[config.mk]
export PLATFORM = sky130hd
export DESIGN_NAME = fpu_round_sched
export DESIGN_NICKNAME = d
export VERILOG_FILES = /design/src/rtl/fpu_pkg.sv /design/src/rtl/fpu_round_core.sv /design/src/rtl/fpu_round_sched.sv
export SDC_FILE = /design/constraint.sdc
export NUM_CORES = 1
export LEC_CHECK = 0
export ABC_AREA = 1
export BUFFER_PORTS_ARGS = -buffer_cell sky130_fd_sc_hd__buf_4
export CAP_MARGIN = 10
export CORE_UTILIZATION = 35
export CTS_CLUSTER_SIZE = 12
export DETAILED_ROUTE_END_ITERATION = 10
export PLACE_DENSITY_LB_ADDON = 0.12
export SYNTH_ARGS = -nofsm -noshare
export SYNTH_HDL_FRONTEND = slang
export SYNTH_SLANG_ARGS = --single-unit
[constraint.sdc]
create_clock -name clk -period 7.45 [get_ports clk]
set_input_delay 0.745 -clock clk [delete_from_list [all_inputs] [get_ports clk]]
set_output_delay 0.745 -clock clk [all_outputs]
set_load 0.02 [all_outputs]
[src/rtl/fpu_pkg.sv]
// Shared FPU rounding types: field widths, rounding modes, operand/result payloads
// and the single-operand rounding function used by the rounding core.
package fpu_pkg;

  localparam int unsigned MANT_W = 23;
  localparam int unsigned EXP_W  = 8;
  localparam int unsigned NORM_W = 28;
  localparam int unsigned SUM_W  = 25;
  localparam int unsigned MODE_W = 2;

  typedef enum logic [MODE_W-1:0] {
    RM_RNE = 2'b00,
    RM_RTZ = 2'b01,
    RM_RUP = 2'b10,
    RM_RDN = 2'b11
  } rmode_e;

  typedef enum logic {
    SRC_A = 1'b0,
    SRC_B = 1'b1
  } src_e;

  typedef struct packed {
    logic              src;
    logic              sign;
    logic [MODE_W-1:0] mode;
    logic [EXP_W-1:0]  exp;
    logic [NORM_W-1:0] mant;
  } rnd_op_t;

  typedef struct packed {
    logic              src;
    logic              sign;
    logic [EXP_W-1:0]  exp;
    logic [MANT_W-1:0] mant;
  } rnd_res_t;

  // mant[27:3] is the kept field, mant[2:0] are guard/round/sticky.
  function automatic rnd_res_t round_op(rnd_op_t op);
    logic             g;
    logic             r;
    logic             s;
    logic             lsb;
    logic             inexact;
    logic             inc;
    logic [SUM_W-1:0] sum;
    rnd_res_t         res;
    g       = op.mant[2];
    r       = op.mant[1];
    s       = op.mant[0];
    lsb     = op.mant[3];
    inexact = g | r | s;
    inc     = 1'b0;
    case (rmode_e'(op.mode))
      RM_RNE:  inc = g & (r | s | lsb);
      RM_RTZ:  inc = 1'b0;
      RM_RUP:  inc = ~op.sign & inexact;
      RM_RDN:  inc = op.sign & inexact;
      default: inc = 1'b0;
    endcase
    sum      = op.mant[NORM_W-1:3] + SUM_W'(inc);
    res.src  = op.src;
    res.sign = op.sign;
    res.exp  = op.exp;
    if (sum[SUM_W-1]) begin
      sum     = sum >> 1;
      res.exp = (op.exp == '1) ? op.exp : op.exp + EXP_W'(1);
    end
    res.mant = sum[MANT_W-1:0];
    return res;
  endfunction

endpackage

[src/rtl/fpu_round_core.sv]
// Shared rounding pipeline: one operand per cycle, fixed ROUND_LAT latency, never stalls.
module fpu_round_core
  import fpu_pkg::*;
#(
  parameter int unsigned ROUND_LAT = 2
) (
  input  logic     clk,
  input  logic     rst_n,
  input  logic     in_valid,
  input  rnd_op_t  in_op,
  output logic     out_valid,
  output rnd_res_t out_res
);

  logic [ROUND_LAT-1:0] vld;
  rnd_res_t             pipe [ROUND_LAT];
  rnd_res_t             res_c;

  assign res_c = round_op(in_op);

  // Valid shift chain; only this needs clearing on reset.
  always_ff @(posedge clk or negedge rst_n) begin
    if (!rst_n) begin
      vld <= '0;
    end else begin
      vld[0] <= in_valid;
      for (int unsigned i = 1; i < ROUND_LAT; i++) begin
        vld[i] <= vld[i-1];
      end
    end
  end

  always_ff @(posedge clk) begin
    pipe[0] <= res_c;
    for (int unsigned i = 1; i < ROUND_LAT; i++) begin
      pipe[i] <= pipe[i-1];
    end
  end

  assign out_valid = vld[ROUND_LAT-1];
  assign out_res   = pipe[ROUND_LAT-1];

endmodule

[src/rtl/fpu_round_sched.sv]
// Round-robin scheduler sharing one rounding core between the adder (A) and
// multiplier (B) paths, with a credit-guarded result FIFO.
module fpu_round_sched
  import fpu_pkg::*;
#(
  parameter int unsigned ROUND_LAT  = 2,
  parameter int unsigned FIFO_DEPTH = 4
) (
  input  logic                        clk,
  input  logic                        rst_n,
  input  logic                        a_valid,
  output logic                        a_ready,
  input  logic [NORM_W-1:0]           a_mant,
  input  logic [EXP_W-1:0]            a_exp,
  input  logic                        a_sign,
  input  logic [MODE_W-1:0]           a_mode,
  input  logic                        b_valid,
  output logic                        b_ready,
  input  logic [NORM_W-1:0]           b_mant,
  input  logic [EXP_W-1:0]            b_exp,
  input  logic                        b_sign,
  input  logic [MODE_W-1:0]           b_mode,
  output logic                        out_valid,
  input  logic                        out_ready,
  output logic [MANT_W-1:0]           out_mant,
  output logic [EXP_W-1:0]            out_exp,
  output logic                        out_sign,
  output logic                        out_src,
  output logic [$clog2(FIFO_DEPTH):0] occupancy
);

  localparam int unsigned AW    = $clog2(FIFO_DEPTH);
  localparam int unsigned PTR_W = AW + 1;
  localparam int unsigned OCC_W = AW + 1;

  src_e       last_grant;
  logic       run;
  logic       credit;
  logic       fire;
  logic       pop;
  rnd_op_t    op_c;
  logic       core_valid;
  rnd_res_t   core_res;
  logic [PTR_W-1:0] wr_ptr;
  logic [PTR_W-1:0] rd_ptr;
  rnd_res_t   mem [FIFO_DEPTH];
  rnd_res_t   head;

  // Occupancy counts in-flight plus buffered results, so a free credit
  // guarantees a FIFO slot when the result lands.
  assign credit = run && (occupancy < OCC_W'(FIFO_DEPTH));

  always_comb begin
    a_ready = 1'b0;
    b_ready = 1'b0;
    if (credit) begin
      if (a_valid && b_valid) begin
        if (last_grant == SRC_B) a_ready = 1'b1;
        else                     b_ready = 1'b1;
      end else begin
        a_ready = a_valid;
        b_ready = b_valid;
      end
    end
  end

  assign fire = a_ready | b_ready;
  assign pop  = out_valid & out_ready;

  always_comb begin
    op_c.src  = SRC_A;
    op_c.sign = a_sign;
    op_c.mode = a_mode;
    op_c.exp  = a_exp;
    op_c.mant = a_mant;
    if (b_ready) begin
      op_c.src  = SRC_B;
      op_c.sign = b_sign;
      op_c.mode = b_mode;
      op_c.exp  = b_exp;
      op_c.mant = b_mant;
    end
  end

  fpu_round_core #(
    .ROUND_LAT(ROUND_LAT)
  ) u_core (
    .clk      (clk),
    .rst_n    (rst_n),
    .in_valid (fire),
    .in_op    (op_c),
    .out_valid(core_valid),
    .out_res  (core_res)
  );

  // Arbitration state; grants stay off for the first cycle after reset release.
  always_ff @(posedge clk or negedge rst_n) begin
    if (!rst_n) begin
      run        <= 1'b0;
      last_grant <= SRC_B;
      occupancy  <= '0;
    end else begin
      run <= 1'b1;
      if (a_ready)      last_grant <= SRC_A;
      else if (b_ready) last_grant <= SRC_B;
      case ({fire, pop})
        2'b10:   occupancy <= occupancy + OCC_W'(1);
        2'b01:   occupancy <= occupancy - OCC_W'(1);
        default: occupancy <= occupancy;
      endcase
    end
  end

  // Result FIFO; pointers carry an extra wrap bit for full/empty.
  always_ff @(posedge clk or negedge rst_n) begin
    if (!rst_n) begin
      wr_ptr <= '0;
      rd_ptr <= '0;
      for (int unsigned i = 0; i < FIFO_DEPTH; i++) begin
        mem[i] <= '0;
      end
    end else begin
      if (core_valid) begin
        mem[wr_ptr[AW-1:0]] <= core_res;
        wr_ptr              <= wr_ptr + PTR_W'(1);
      end
      if (pop) begin
        rd_ptr <= rd_ptr + PTR_W'(1);
      end
    end
  end

  assign head      = mem[rd_ptr[AW-1:0]];
  assign out_valid = (wr_ptr != rd_ptr);
  assign out_mant  = head.mant;
  assign out_exp   = head.exp;
  assign out_sign  = head.sign;
  assign out_src   = head.src;

endmodule

After elaboration in Yosys (flattened, before gate mapping)

Memories as Yosys holds them, arrays and structs flattened.
Cells that the tools add are included.

Bits of input ports: 83
Logic and storage cells: 78
Memory bits (writable): 66
Memories: 1
Output and inout port bits: 39
Flip-flop bits (word level): 145

Reductions and logical operators: 6
Bitwise logic cells: 12
Magnitude comparators: 4
$add $sub $neg: 6
Multiplexer cells: 20
Equal/unequal tests: 7

Memories:

| name        | depth | width | rd ports | clocked after Yosys merged registers in | write ports | RTL line             | RTL |
|---|---|---|---|---|---|---|---|
| u_core.pipe | 2     | 33    | 2        | 0                                       | 2           | fpu_round_core.sv:16 | `rnd_res_t pipe [ROUND_LAT];` |

Operators with widths:

| operator                                                                     | number |
|---|---|
| 132-bit bitwise mux                                                          | 1 |
| 33-bit two-way mux                                                           | 3 |
| 33-bit binary-select mux with 2-bit select                                   | 1 |
| 33-bit demux with 2-bit select                                               | 1 |
| 40-bit two-way mux                                                           | 1 |
| 25-bit by 1-bit adder with 25-bit output                                     | 1 |
| 23-bit two-way mux                                                           | 1 |
| 8-bit two-way mux                                                            | 2 |
| 3-bit by 1-bit adder with 3-bit output, second input constant                | 3 |
| 8-bit by 1-bit adder with 8-bit output, second input constant                | 1 |
| 8-bit equality test, second input constant                                   | 1 |
| 1-bit two-way mux                                                            | 8 |
| 2-bit equality test, second input constant                                   | 3 |
| 3-bit greater-or-equal comparator, second input constant                     | 2 |
| 2-bit NOT with 3-bit output                                                  | 2 |
| 3-bit case mux with 2 select lines                                           | 1 |
| 1-bit bitwise OR                                                             | 5 |
| 1-bit AND                                                                    | 4 |
| 2-bit by 1-bit equality test with 1-bit output, second input constant        | 2 |
| 1-bit case mux with 4 select lines                                           | 1 |
| 2-bit nonzero test                                                           | 2 |
| 1-bit logical AND                                                            | 3 |
| 3-bit by 1-bit less-than comparator with 1-bit output, second input constant | 1 |
| 3-bit less-than comparator, second input constant                            | 1 |
| other kinds (4)                                                              | 4 |

Longest topological paths before layout

Word-level depth: 10
Gate-level depth with buffers: 24
Mapped depth without buffers: 21

Hierarchy

Synthesis repeated with hierarchy kept, for this count alone.

Cell total of the unflattened synthesis: 1258
Area total of the unflattened synthesis: 9927.0 µm²

Modules (own cells, without submodules):

| module          | sequential area each (µm²) | area each (µm²) | instances | cells each |
|---|---|---|---|---|
| fpu_round_sched | 3579.7                     | 6849.1          | 1         | 844 |
| fpu_round_core  | 1371.3                     | 3078.0          | 1         | 414 |

Worst setup path after synthesis

No wires, ideal clock.

Path type: input to register
Start: input port b_valid
End: memory u_core.pipe[0][23] in the netlist's numbering
Required time: 7.392 ns
Library setup time: 0.058 ns
Path slack: 3.947 ns
Cell stages on the path: 22
Arrival: 3.445 ns
Path buffers: 5
Cell sequence: buf_4 > nand4_2 > buf_6 > buf_4 > buf_2 > or2_1 > o21ai_0 > inv_1 > nand2_1 > nor2_1 > a211oi_1 > ha_1 > ha_1 > nand3_1 > nor2_2 > nand2_2 > nor2_2 > nand3_1 > nand2_2 > buf_8 > nand2_2 > nand2_1

RTL lines:

| item               | RTL line              | RTL |
|---|---|---|
| start: declaration | fpu_round_sched.sv:17 | `input logic b_valid,` |
| end: declaration   | fpu_round_core.sv:16  |  |

==> results.json <==
{
  "grt.total_usage": 0.189,
  "die_y_um": 172,
  "fp.coreArea_sq_mm": 0.0280,
  "timing.critical_path.arrival_ps": 4990,
  "final_cell_mix": "nand2_1, o21ai_0, dfrtp_1",
  "grt.met2_usage": 0.286,
  "mappedNetlistArea_sq_mm": 0.0101,
  "synth_nets": 1425,
  "via_count": 8691,
  "first_global_vias": 8321,
  "critical_path.top_delay_family": "simple AND/OR/NAND/NOR gates",
  "cp_slowest_stage_delay_ps": 560,
  "seq_area_frac_synth": 0.492,
  "path_clk_slew_ps": 60,
  "total_area_of_multi_input_combinational_cells_sq_mm": 0.00433,
  "worst_clock_skew_ps": 12.3,
  "cts_setup_buffers": 0,
  "layout.nets": 1505,
  "synthTopCellsByArea": "dfrtp_1, nand2_1, dfxtp_1, o21ai_0, nor2_1",
  "first_pass_grt_wire_length_um": 44100,
  "postSynthRegisterBits": 211,
  "synthCells": 1332,
  "critical_path_required_ps": 7840,
  "synth_top_family_by_area": "simple AND/OR/NAND/NOR gates",
  "boundaryPins": 122,
  "drc": 0,
  "avgSynthCellArea_sq_um": 7.55,
  "cap_violations": 0,
  "antenna_violations_before_repair": 0,
  "power_leakage_nw": 5.96,
  "final_layout_size_suffix_gt1_frac": 0.145,
  "clock_sinks": 211,
  "tritoncts": "built",
  "globalRoute.busiestLayer": "met2",
  "die_area_sq_mm": 0.0294,
  "startpoint_type": "flop",
  "detail-route-antenna-nets": 0,
  "synth-compound-area-share": 0.133,
  "timing.critical_path.slowest_stage_cell": "nand2_1",
  "post_synth_mux_area_share": 0,
  "rsz0062_at_grt": "false",
  "post-route-min-period_ps": 4600,
  "status": "complete, no violations",
  "post_synth_cell_types": 36,
  "num-fill-cells": 2962,
  "cts_hold_buf": 0,
  "power.ir.vdd_worst_uv": 178,
  "placement.io_buffers": 121,
  "grt_max_degree": 75,
  "power_density_mw_per_mm2": 409,
  "grt_overflow_total": 0,
  "worst_skew_pair.late_latency_ps": 520,
  "yosys.area.top_type_share": 0.358,
  "final_min_period_over_clock_period": 0.617,
  "setup_total_negative_slack_ps": 0,
  "placement_rows": 61,
  "layout.area.seq_sq_mm": 0.00495,
  "numPlacedInstances": 1763,
  "timing_max_transition_violations_final": 0,
  "worstMarginPinSlew_ps": 955,
  "cts_repair_resize_count": 0,
  "final_cell_count_no_fill": 1810,
  "wire_per_inst_um": 14.7,
  "drt_pre_antenna_iters": 6,
  "clockBufferDepth": 3,
  "detail_route.iter0.violations": 601,
  "floorplan.initialDensity": 0.359,
  "postPlaceCellArea_sq_mm": 0.0111,
  "synthAdderAreaFrac": 0.0132,
  "final_non_filler_cell_area_sq_mm": 0.0120,
  "maximum_fanout_count_along_the_critical_path": 51,
  "cts_inserted_buffers": 25,
  "clockRootBuffer": "clkbuf_16",
  "use_met1": 0.274,
  "detail_route.wirelength_um": 26700,
  "critical_path.most_common_cell": "nand2_1",
  "post_drt_via_cell_ratio": 4.80,
  "dpl.hpwl_um": 17700,
  "yosys.area.top_type": "dfrtp_1",
  "finalSetupViolCount": 0,
  "hold_viol": 0,
  "synth.yosys.warnings": 0,
  "cts.htree.levels": 1,
  "post_synth_xor_area_fraction": 0.0192,
  "yosys.area_share.simple": 0.264,
  "critical_path.cell_chain": "nand2_2, nand4_2, buf_4, or2_2, o21ai_0, inv_1, o21ai_0, a211oi_1, ha_1, ha_1, nand3_1, nor2_1, nand3_1, nand2_1, nand2_1, nand2_1, nand2_1",
  "die_width_um": 172,
  "met3_track_demand_over_resource": 0.0343,
  "path_category_of_the_worst_min_delay_check": "in2async",
  "synthesis_to_finish_area_growth_pct": 18.9,
  "critical_path_class": "reg2reg",
  "critical_path_buffer_and_inverter_count": 2,
  "mostFrequentLayoutCell": "nand2_1",
  "finalWeightedCongestion": 0.917,
  "fmaxAchievable_ghz": 0.218,
  "timing.critical_path.to_type": "flop",
  "worst_slew_margin_rel": 0.362
}
## power by group
part	switching (mW)	internal [mW]	leakage, nW
clock network	0.481	0.706	0.396
registers	0.247	1.58	2.40
logic	1.19	0.689	3.16
## cell families after synthesis
| group | Yosys count |
|---|---|
| simple gates | 645 |
| flops | 211 |
| xor+xnor | 22 |
| compound gates | 256 |
| fa+ha+maj | 10 |
| other cells | 1 |
| buf+inv | 187 |
## path summary, 6_finish.rpt
path                                    startpoint            endpoint  slack, ps  depth (start not counted)
worst max-delay path                    last_grant  u_core.pipe[0][24]       2850                         17
worst min-delay path                         rst_n              mem[7]        270                          1
worst max register to register          last_grant  u_core.pipe[0][24]       2850                         17
worst min register to register  u_core.pipe[0][29]  u_core.pipe[0][62]        320                          0
max in group asynchronous                    rst_n           rd_ptr[0]       5710                          2
min in group clk                u_core.pipe[0][29]  u_core.pipe[0][62]        320                          0
## cell type report
| class | instances | share of cell area |
|---|---|---|
| clock buffers | 36 | 0.0600 |
| repair buffers | 130 | 0.0819 |
| flip-flops and latches | 211 | 0.414 |
| clock inverters | 10 | 0.00754 |
| inverters | 110 | 0.0345 |
| well taps | 378 | 0.0396 |
| diodes | 1 | 0.000209 |
| multi-input cells | 934 | 0.362 |
## routing by layer
| metal | routed length, um | up-vias |
|---|---|---|
| met3 | 1410 | 39 |
| li1 | - | 4437 |
| met1 | 13600 | 3998 |
| met2 | 11200 | 217 |
| met5 | 0 | - |
| met4 | 514 | 0 |
## metrics by stage
stage	utilization	setup slack (ps)	hold WS [ps]	power, mW
2_1_floorplan	-	3950	310	3.04
3_3_place_gp	0.398	2570	312	3.72
3_5_place_dp	0.398	2410	312	3.74
4_1_cts	0.427	2780	305	4.95
5_1_grt	0.427	2250	330	5.28
6_report	0.427	2850	271	4.90
## flip-flops by register name, summed over array words and instances, names as in the netlist
register and cells:
mem 132, u_core.pipe 66, occupancy 3, rd_ptr 3, wr_ptr 3, u_core.vld 2
last_grant 1, run 1
## synthesized netlist by cell type
| cell type | count |
|---|---|
| or2_1 | 2 |
| fa_1 | 1 |
| a211oi_1 | 1 |
| o21ai_0 | 215 |
| xor2_1 | 15 |
| dfstp_2 | 1 |
| o22ai_1 | 33 |
| nor2_4 | 1 |
| buf_6 | 6 |
| o31ai_1 | 1 |
| buf_2 | 11 |
| inv_2 | 4 |
| conb_1 | 1 |
| nand4_2 | 1 |
| nand2_1 | 423 |
| xnor2_1 | 7 |
| clkbuf_1 | 50 |
| o21ai_1 | 1 |
| inv_1 | 106 |
| buf_4 | 5 |
| buf_1 | 4 |
| nand3_1 | 23 |
| nand3b_1 | 1 |
| or2_2 | 1 |
| dfrtp_1 | 144 |
| nor2_2 | 6 |
| nand2_2 | 16 |
| buf_8 | 1 |
| ha_1 | 9 |
| a21oi_1 | 2 |
| nor2_1 | 123 |
| nand4_1 | 47 |
| a31oi_1 | 1 |
| dfxtp_1 | 66 |
| nor3_1 | 1 |
| o21ai_2 | 2 |
Power figures use the tool's default switching activity.
